===== src/rtl/uart_rx_param.sv =====
`default_nettype none
// ============================================================================
// Module      : uart_rx_param
// Description : Oversampled UART receiver with a 2-of-3 majority vote,
//               false-start rejection, error flags and a valid/ready buffer.
//               Define RX_PARITY_EN to add one parity bit after the data bits.
// Revision    : 1.0  initial parametrised release
// ============================================================================
module uart_rx_param #(
  parameter int DATA_BITS  = 8,
  parameter int OVERSAMPLE = 16,
  parameter int STOP_BITS  = 1
) (
  input  logic                 baudClk,
  input  logic                 reset,
  input  logic                 rx,
  input  logic                 parityOdd,
  output logic [DATA_BITS-1:0] rxData,
  output logic                 rxValid,
  input  logic                 rxReady,
  output logic                 rxDone,
  output logic                 frameErr,
  output logic                 parityErr,
  output logic                 breakDet,
  output logic                 overrun
);

  localparam int c_CNT_W = $clog2(OVERSAMPLE);
  localparam int c_IDX_W = (DATA_BITS > 1) ? $clog2(DATA_BITS) : 1;
  localparam logic [c_CNT_W-1:0] c_HALF      = c_CNT_W'(OVERSAMPLE / 2 - 1);
  localparam logic [c_CNT_W-1:0] c_FULL      = c_CNT_W'(OVERSAMPLE - 1);
  localparam logic [c_IDX_W-1:0] c_LAST_BIT  = c_IDX_W'(DATA_BITS - 1);
  localparam logic               c_LAST_STOP = 1'(STOP_BITS - 1);

  typedef enum logic [2:0] {
    IDLE   = 3'd0,
    START  = 3'd1,
    DATA   = 3'd2,
`ifdef RX_PARITY_EN
    PARITY = 3'd3,
`endif
    STOP   = 3'd4,
    DONE   = 3'd5
  } state_t;

  state_t                 r_state;
  logic                   r_rxMeta;
  logic                   r_rxS;
  logic [2:0]             r_hist;
  logic [c_CNT_W-1:0]     r_cnt;
  logic [c_IDX_W-1:0]     r_bitIdx;
  logic                   r_stopIdx;
  logic [DATA_BITS-1:0]   r_shift;
  logic                   r_stopLow;
  logic                   r_breakHold;

  logic w_majority;
  logic w_cntHit;
  logic w_parityErr;
  logic w_break;

  assign w_majority = (r_hist[0] & r_hist[1]) | (r_hist[0] & r_hist[2]) | (r_hist[1] & r_hist[2]);
  assign w_cntHit   = (r_cnt == c_FULL);

`ifdef RX_PARITY_EN
  logic r_parityBit;
  assign w_parityErr = ((^r_shift) ^ r_parityBit) != parityOdd;
  assign w_break     = (r_shift == '0) && !r_parityBit && r_stopLow;
`else
  logic w_unusedParityOdd;
  assign w_unusedParityOdd = parityOdd;
  assign w_parityErr       = 1'b0;
  assign w_break           = (r_shift == '0) && r_stopLow;
`endif

  always_ff @(posedge baudClk or negedge reset) begin
    if (!reset) begin
      r_state     <= IDLE;
      r_rxMeta    <= 1'b1;
      r_rxS       <= 1'b1;
      r_hist      <= 3'b111;
      r_cnt       <= '0;
      r_bitIdx    <= '0;
      r_stopIdx   <= 1'b0;
      r_shift     <= '0;
      r_stopLow   <= 1'b0;
      r_breakHold <= 1'b0;
`ifdef RX_PARITY_EN
      r_parityBit <= 1'b0;
`endif
      rxData      <= '0;
      rxValid     <= 1'b0;
      rxDone      <= 1'b0;
      frameErr    <= 1'b0;
      parityErr   <= 1'b0;
      breakDet    <= 1'b0;
      overrun     <= 1'b0;
    end else begin
      r_rxMeta <= rx;
      r_rxS    <= r_rxMeta;
      r_hist   <= {r_hist[1:0], r_rxS};
      rxDone   <= 1'b0;
      if (rxValid && rxReady) rxValid <= 1'b0;

      case (r_state)
        IDLE: begin
          r_cnt <= '0;
          // After a break the line must go high before a new start counts.
          if (r_rxS)             r_breakHold <= 1'b0;
          else if (!r_breakHold) r_state     <= START;
        end
        START: begin
          if (r_cnt == c_HALF) begin
            r_cnt     <= '0;
            r_bitIdx  <= '0;
            r_stopIdx <= 1'b0;
            r_stopLow <= 1'b0;
            r_state   <= w_majority ? IDLE : DATA;
          end else begin
            r_cnt <= r_cnt + 1'b1;
          end
        end
        DATA: begin
          if (w_cntHit) begin
            r_cnt             <= '0;
            r_shift[r_bitIdx] <= w_majority;
            if (r_bitIdx == c_LAST_BIT) begin
`ifdef RX_PARITY_EN
              r_state <= PARITY;
`else
              r_state <= STOP;
`endif
            end else begin
              r_bitIdx <= r_bitIdx + 1'b1;
            end
          end else begin
            r_cnt <= r_cnt + 1'b1;
          end
        end
`ifdef RX_PARITY_EN
        PARITY: begin
          if (w_cntHit) begin
            r_cnt       <= '0;
            r_parityBit <= w_majority;
            r_state     <= STOP;
          end else begin
            r_cnt <= r_cnt + 1'b1;
          end
        end
`endif
        STOP: begin
          if (w_cntHit) begin
            r_cnt <= '0;
            if (!w_majority) r_stopLow <= 1'b1;
            if (r_stopIdx == c_LAST_STOP) r_state   <= DONE;
            else                          r_stopIdx <= r_stopIdx + 1'b1;
          end else begin
            r_cnt <= r_cnt + 1'b1;
          end
        end
        DONE: begin
          rxDone      <= 1'b1;
          r_breakHold <= w_break;
          r_state     <= IDLE;
          // A reload on the consume tick overrides the clear above.
          if (!rxValid || rxReady) begin
            rxData    <= r_shift;
            frameErr  <= r_stopLow;
            parityErr <= w_parityErr;
            breakDet  <= w_break;
            rxValid   <= 1'b1;
          end else begin
            overrun <= 1'b1;
          end
        end
        default: r_state <= IDLE;
      endcase
    end
  end

endmodule
`default_nettype wire


===== config.mk =====
export PLATFORM = sky130hd
export DESIGN_NAME = uart_rx_param
export DESIGN_NICKNAME = d
export VERILOG_FILES = /design/src/rtl/uart_rx_param.sv
export SDC_FILE = /design/constraint.sdc
export NUM_CORES = 1
export LEC_CHECK = 0
export ABC_AREA = 1
export BUFFER_PORTS_ARGS = -buffer_cell sky130_fd_sc_hd__buf_2
export CAP_MARGIN = 20
export CORE_MARGIN = 2
export CORE_UTILIZATION = 31
export CTS_BUF_LIST = sky130_fd_sc_hd__clkbuf_16
export CTS_CLUSTER_SIZE = 28
export DETAILED_ROUTE_END_ITERATION = 6
export PLACE_DENSITY_LB_ADDON = 0.2
export RECOVER_POWER = 50
export SYNTH_ARGS = -nofsm -noshare
export SYNTH_HDL_FRONTEND = slang
export SYNTH_SLANG_ARGS = --single-unit
export TNS_END_PERCENT = 5

===== constraint.sdc =====
create_clock -name baudClk -period 3.4 [get_ports baudClk]
set_input_delay 0 -clock baudClk [delete_from_list [all_inputs] [get_ports baudClk]]
set_output_delay 0 -clock baudClk [all_outputs]
set_load 0.1 [all_outputs]

==> flow_summary.yaml, run 1 <==
outcome:
  status: "finished with violations"
  violations: "max-capacitance violations, max-slew violations"
sta:
  setup_viol: 0
  tightest_slew_ns: 1.983
  slew_headroom_pct: -32.22
  fin_crit_ns: 1.963
  rsz0062_at_grt: "false"
  timing.final.ws_setup_ns: 1.437
  fmax_ghz: 0.5094
  tns_ns: 0
  hold_viol: 0
  maxSlewViolCount: 39
  finalCritPeriodShare_pct: 57.74
  fin_skew_ns: 0.004783
power:
  intPower_uw: 860.2
  netSwitchingFraction_pct: 39.04
  p_sw_uw: 550.8
  p_per_area_nw_per_um2: 709.7
  power_frac_comb_pct: 30.4
  peakVddDrop_v: 0.0002682
  power_frac_clock_pct: 31.2
  power_frac_seq_pct: 38.4
  p_leak_uw: 0.0009659
cells_and_area:
  num_antenna_cells: 0
  areaGrowthSynthToFinish_pct: 17.88
  drive_above_1_share_pct: 12.33
  utilization_pct: 38.44
  nNetsFinal: 226
routing:
  vias: 1255
  wl_per_cell_um: 10.54
  drt_wl_total_mm: 3.046
  m1WireLength_mm: 1.567
  ant_nets: 0
  via_per_inst: 4.343
  first_pass_iters: 4
  route.detailed.drc: 0
  wl_met2_mm: 1.282
  route.top_layer_used: "met4"
  drt_iter0_drc: 55
  wl_met3_um: 151
clock_tree:
  clock-sinks: 38
  cts-resized-gates: 0
  cts_max_path_buffers: 2
  cts_root_buf: "clkbuf_16"
  cts_htree_levels: 2
  holdBufCountCts: 3
  cts_tree: "yes"
  clk_latency_ns: 0.28
  cts_buffers: 5
  post_cts_buffers: 0
  path_clk_slew_ns: 0.06
floorplanning:
  dieArea_um2: 6047
  row_count: 26
  die_w_um: 77.76
  start_util_pct: 32.61
  boundaryPins: 19
  core_um2: 5172
  die_h_um: 77.76
grt:
  antenna_found_initial: 0
  grt.overflow.total: 0
  grt_max_degree: 39
  grtUsageTotal_pct: 11.48
  grt_pass1_vias: 1202
  grt_pass1_wl_mm: 5.409
critical_path:
  crit_cells: 2
  crit_arrival_ns: 1.96
  crit_path_start_kind: "input pin"
  endpoint: "r_shift[5]"
  r2r-end: "rxData[6]"
  regToRegSetupSlack_ns: 1.79
  cp_max_fo: 38
  path_cells: "dlygate4sd3_1 -> clkbuf_1"
  crit_family: "buffers and inverters"
  cp_slowest_cell: "clkbuf_1"
  startpoint: "reset"
  reg2reg_from: "r_state[1]"
  timing.critical_path.buf_inv: 2
  critical_path_class: "in2async"
  end_kind: "asynchronous set/reset pin"
  worstPathRequired_ns: 3.39
  r2r_cells: 6
  slowest_delay_ns: 1.42
logic_synthesis:
  avgSynthCellArea_um2: 8.694
  ys_seq_elements: 38
  synth_top_area_share_pct: 48.96
  synthAdderAreaFrac_pct: 2.226
  synthMuxAreaShare_pct: 0
  ys_seq_area_share_pct: 56.75
  synth_xor_area_share_pct: 0.5193
  netlist_area_um2: 1687
  synth_top_cell_by_area: "dfrtp_1"
  synth_top_family_by_area: "simple AND/OR/NAND/NOR gates"
  yosys.area_share.simple_pct: 28.34
  synth_compound_area_share_pct: 6.825
  yosysWarnings: 0
  synthesis.instances: 194
  synthTopCellsByArea: "dfrtp_1 (49%), nand2_1 (15%), dfstp_2 (7.8%)"
  synth_fp_nets: 202
  yosysUniqueCellTypes: 24
run:
  cap_violations: 1
placed_design:
  dp_hpwl_mm: 2.193
  dpl_worst_slack_ns: 1.899
  place.port_buffers: 16
  place_congestion: 0.8535
hold_path:
  hold_class: "reg2reg"
logic make-up (layout without fill, tap and decap cells):
family          after synthesis  after routing
buf+inv                      21             46
flops                        38             38
simple gates                110            110
compound gates               20             20
xor+xnor                      1              1
fa+ha+maj                     3              3
other cells                   1              1
how the worst min path moves through the flow:
stage | depth (start not counted) | endpoint | from
finish | 0 | r_rxS | r_rxMeta
global route | 0 | r_rxS | r_rxMeta
detailed placement | 1 | r_rxMeta | rx
floorplan | 0 | breakDet | reset
CTS | 2 | r_rxMeta | rx
global placement | 1 | r_rxMeta | rx
cell type report:
cell class / count / area, µm²
clock inverters: 3 / 16.27
well taps: 70 / 87.58
clock buffers: 5 / 125.1
repair buffers: 19 / 92.59
inverters: 19 / 71.32
multi-input cells: 135 / 638.1
fillers: 542 / 3184
flip-flops and latches: 38 / 957.2
flip-flops by register name (all words and copies together) (netlist names), 3 cells and up:
signal	flops
r_bitIdx	3
r_cnt	4
r_hist	3
r_shift	8
r_state	3
rxData	8
placed cells by master (no fill, tap or decap), types with 6 or more instances in the layout:
master	n
clkbuf_1	14
nand4_1	7
nand2_1	66
nor2_1	13
nand3_1	16
dfrtp_1	33
inv_1	13
o21ai_1	11
inv_2	6
through the flow:
| stage | power, µW | cells | hold slack [ns] | cell area [µm²] |
|---|---|---|---|---|
| 5_1_grt | 1500 | 289 | 0.3641 | 1988 |
| 3_3_place_gp | 987.5 | 278 | 0.1051 | 1839 |
| 3_5_place_dp | 987.5 | 278 | 0.1066 | 1839 |
| 6_report | 1411 | 289 | 0.3603 | 1988 |
| 4_1_cts | 1445 | 289 | 0.3537 | 2011 |
| 2_1_floorplan | 906.3 | 194 | -0.2956 | 1687 |
power groups by stage:
stage	clock, µW	sequential (µW)	combinational (µW)
floorplan	0	702	204
global placement	0	552	435
detailed placement	0	552	435
CTS	461	545	439
global route	481	547	472
finish	440	542	429
metal layers:
metal	up-vias	GRT usage, %
met3	5	3.953
met1	552	15.43
li1	673	-
met4	0	5.357
met5	-	0
met2	25	16.47
Yosys cell counts (all sizes together):
library cell and number:
dfstp 5, nand2 66, buf 2, inv 19, nor3 1, nand4 7
conb 1, nor2 18, a21oi 2, dfrtp 33, ha 3, o211ai 1
o21bai 1, or2 1, o21ai 15, nand3 17, a21o 1, xor2 1
No activity file was read; power rests on OpenSTA's default activity.
==> run 2, diff against run 1 <==
- clock period: 3.4 -> 1.9 ns (I/O delays scaled with it)
==> run 2 against run 1 <==
- clock-buffer cell count is the same
- largest cell class unchanged
- core utilization rose by 0.75 points
- cell count rose by 0.69%
- via count increased by 1.9%
- largest power group unchanged
- the run now ends clean
- combinational power rose by 80%
- sequential power is 79% higher
- critical endpoint is now rxData[2]
==> flow_summary.yaml, run 2 (synthesized netlist as in run 1, its figures left out) <==
outcome:
  status: "finished clean"
sta:
  rsz0062_at_grt: "false"
  maxSlewViolCount: 0
  fmax_ghz: 0.6686
  hold_viol: 0
  tns_ns: 0
  finalCritPeriodShare_pct: 78.71
  timing.final.ws_setup_ns: 0.4044
  setup_viol: 0
  fin_crit_ns: 1.496
  slew_headroom_pct: 21.10
  tightest_slew_ns: 1.189
  fin_skew_ns: 0.005629
power:
  power_frac_clock_pct: 34.2
  peakVddDrop_v: 0.0006479
  power_frac_seq_pct: 36.7
  intPower_uw: 1675
  p_sw_uw: 976.6
  netSwitchingFraction_pct: 36.83
  p_leak_uw: 0.001002
  p_per_area_nw_per_um2: 1308
  power_frac_comb_pct: 29.2
routing:
  drt_wl_total_mm: 3.063
  ant_nets: 0
  drt_iter0_drc: 49
  vias: 1279
  wl_per_cell_um: 10.53
  route.detailed.drc: 0
  first_pass_iters: 4
  via_per_inst: 4.395
critical_path:
  timing.critical_path.buf_inv: 1
  reg2reg_from: "r_cnt[0]"
  crit_path_start_kind: "flip-flop"
  crit_arrival_ns: 1.50
  regToRegSetupSlack_ns: 0.45
  r2r_cells: 8
  cp_slowest_cell: "clkbuf_1"
  worstPathRequired_ns: 1.90
  r2r-end: "r_shift[5]"
  cp_max_fo: 2
  critical_path_class: "reg2out"
  crit_family: "buffers and inverters"
  end_kind: "output pin"
  path_cells: "clkbuf_1"
  slowest_delay_ns: 0.88
clock_tree:
  clock-sinks: 38
  cts_max_path_buffers: 2
  cts_buffers: 5
  clk_latency_ns: 0.28
  cts_tree: "yes"
  path_clk_slew_ns: 0.06
  cts_root_buf: "clkbuf_16"
  cts_htree_levels: 2
hold_path:
  min_to: "r_rxS"
  hold_path_depth: 0
  hold_start: "r_rxMeta"
  hold_class: "reg2reg"
grt:
  grt_pass1_wl_mm: 5.257
  grt.overflow.total: 0
  grtUsageTotal_pct: 11.12
  grt_max_degree: 39
  grt_pass1_vias: 1198
  antenna_found_initial: 0
floorplanning:
  die_h_um: 77.76
  start_util_pct: 32.61
  row_count: 26
  core_um2: 5172
  die_w_um: 77.76
  boundaryPins: 19
  dieArea_um2: 6047
cells_and_area:
  nFillCells: 538
  areaGrowthSynthToFinish_pct: 20.18
  num_antenna_cells: 0
  largestRegisters: "r_shift: 8 flops, rxData: 8 flops, r_cnt: 4 flops"
  layout_commonest_cell: "nand2_1"
  utilization_pct: 39.19
  layout_common_cells: "nand2_1 (66), dfrtp_1 (33), nand3_1 (16)"
  nNetsFinal: 228
  drive_above_1_share_pct: 13.12
placed_design:
  place.port_buffers: 16
  place_congestion: 0.8407
  dp_hpwl_mm: 2.187
  dpl_worst_slack_ns: 0.4677
run:
  cap_violations: 0
[run 2: what timing repair did]
item                                   CTS  global route
endpoints found under the hold margin   35             0
hold buffers                             3             0
setup endpoints to repair                0             0
gates resized for setup                  0             0
setup buffers                            0             0
[run 2: layout make-up]
class	count	area [µm²]	area share (%)
multi-input combinational	135	638.1	31.48
clock buffer	5	125.1	6.173
sequential	38	957.2	47.22
clock inverter	3	37.54	1.852
timing repair buffer	21	110.1	5.432
tap	70	87.58	4.321
inverter	19	71.32	3.519
[run 2: how the worst max path moves through the flow]
stage,startpoint,to,depth (start not counted)
3_3_place_gp,r_cnt[0],r_shift[5],8
3_5_place_dp,r_bitIdx[0],r_bitIdx[2],6
6_report,rxData[2],rxData[2],1
2_1_floorplan,rxValid,breakDet,6
5_1_grt,r_cnt[0],r_shift[0],8
4_1_cts,r_cnt[0],r_shift[5],8
[run 2: through the flow]
stage | std cells | area, µm² | hold WS, ns | power [µW]
floorplan | 194 | 1687 | -0.2956 | 1622
global placement | 280 | 1854 | 0.1058 | 1772
detailed placement | 280 | 1854 | 0.1079 | 1772
CTS | 291 | 2047 | 0.3517 | 2701
global route | 291 | 2027 | 0.3630 | 2804
finish | 291 | 2027 | 0.3610 | 2652
[run 2: power by group through the flow]
stage	combinational, µW	sequential, µW	clock, µW
after detailed placement	782	990	0
after floorplan	365	1260	0
final	774	972	906
after global routing	851	980	973
after global placement	783	989	0
after CTS	788	976	936
[run 2: per-layer routing]
layer  vias to the layer above  GRT usage, %  share of wire (%)
met5                         -             0                  0
met1                       574         14.29                 49
met4                         0         5.893                1.9
li1                        675             -                  -
met2                        25         16.64                 44
met3                         5         3.488                5.1
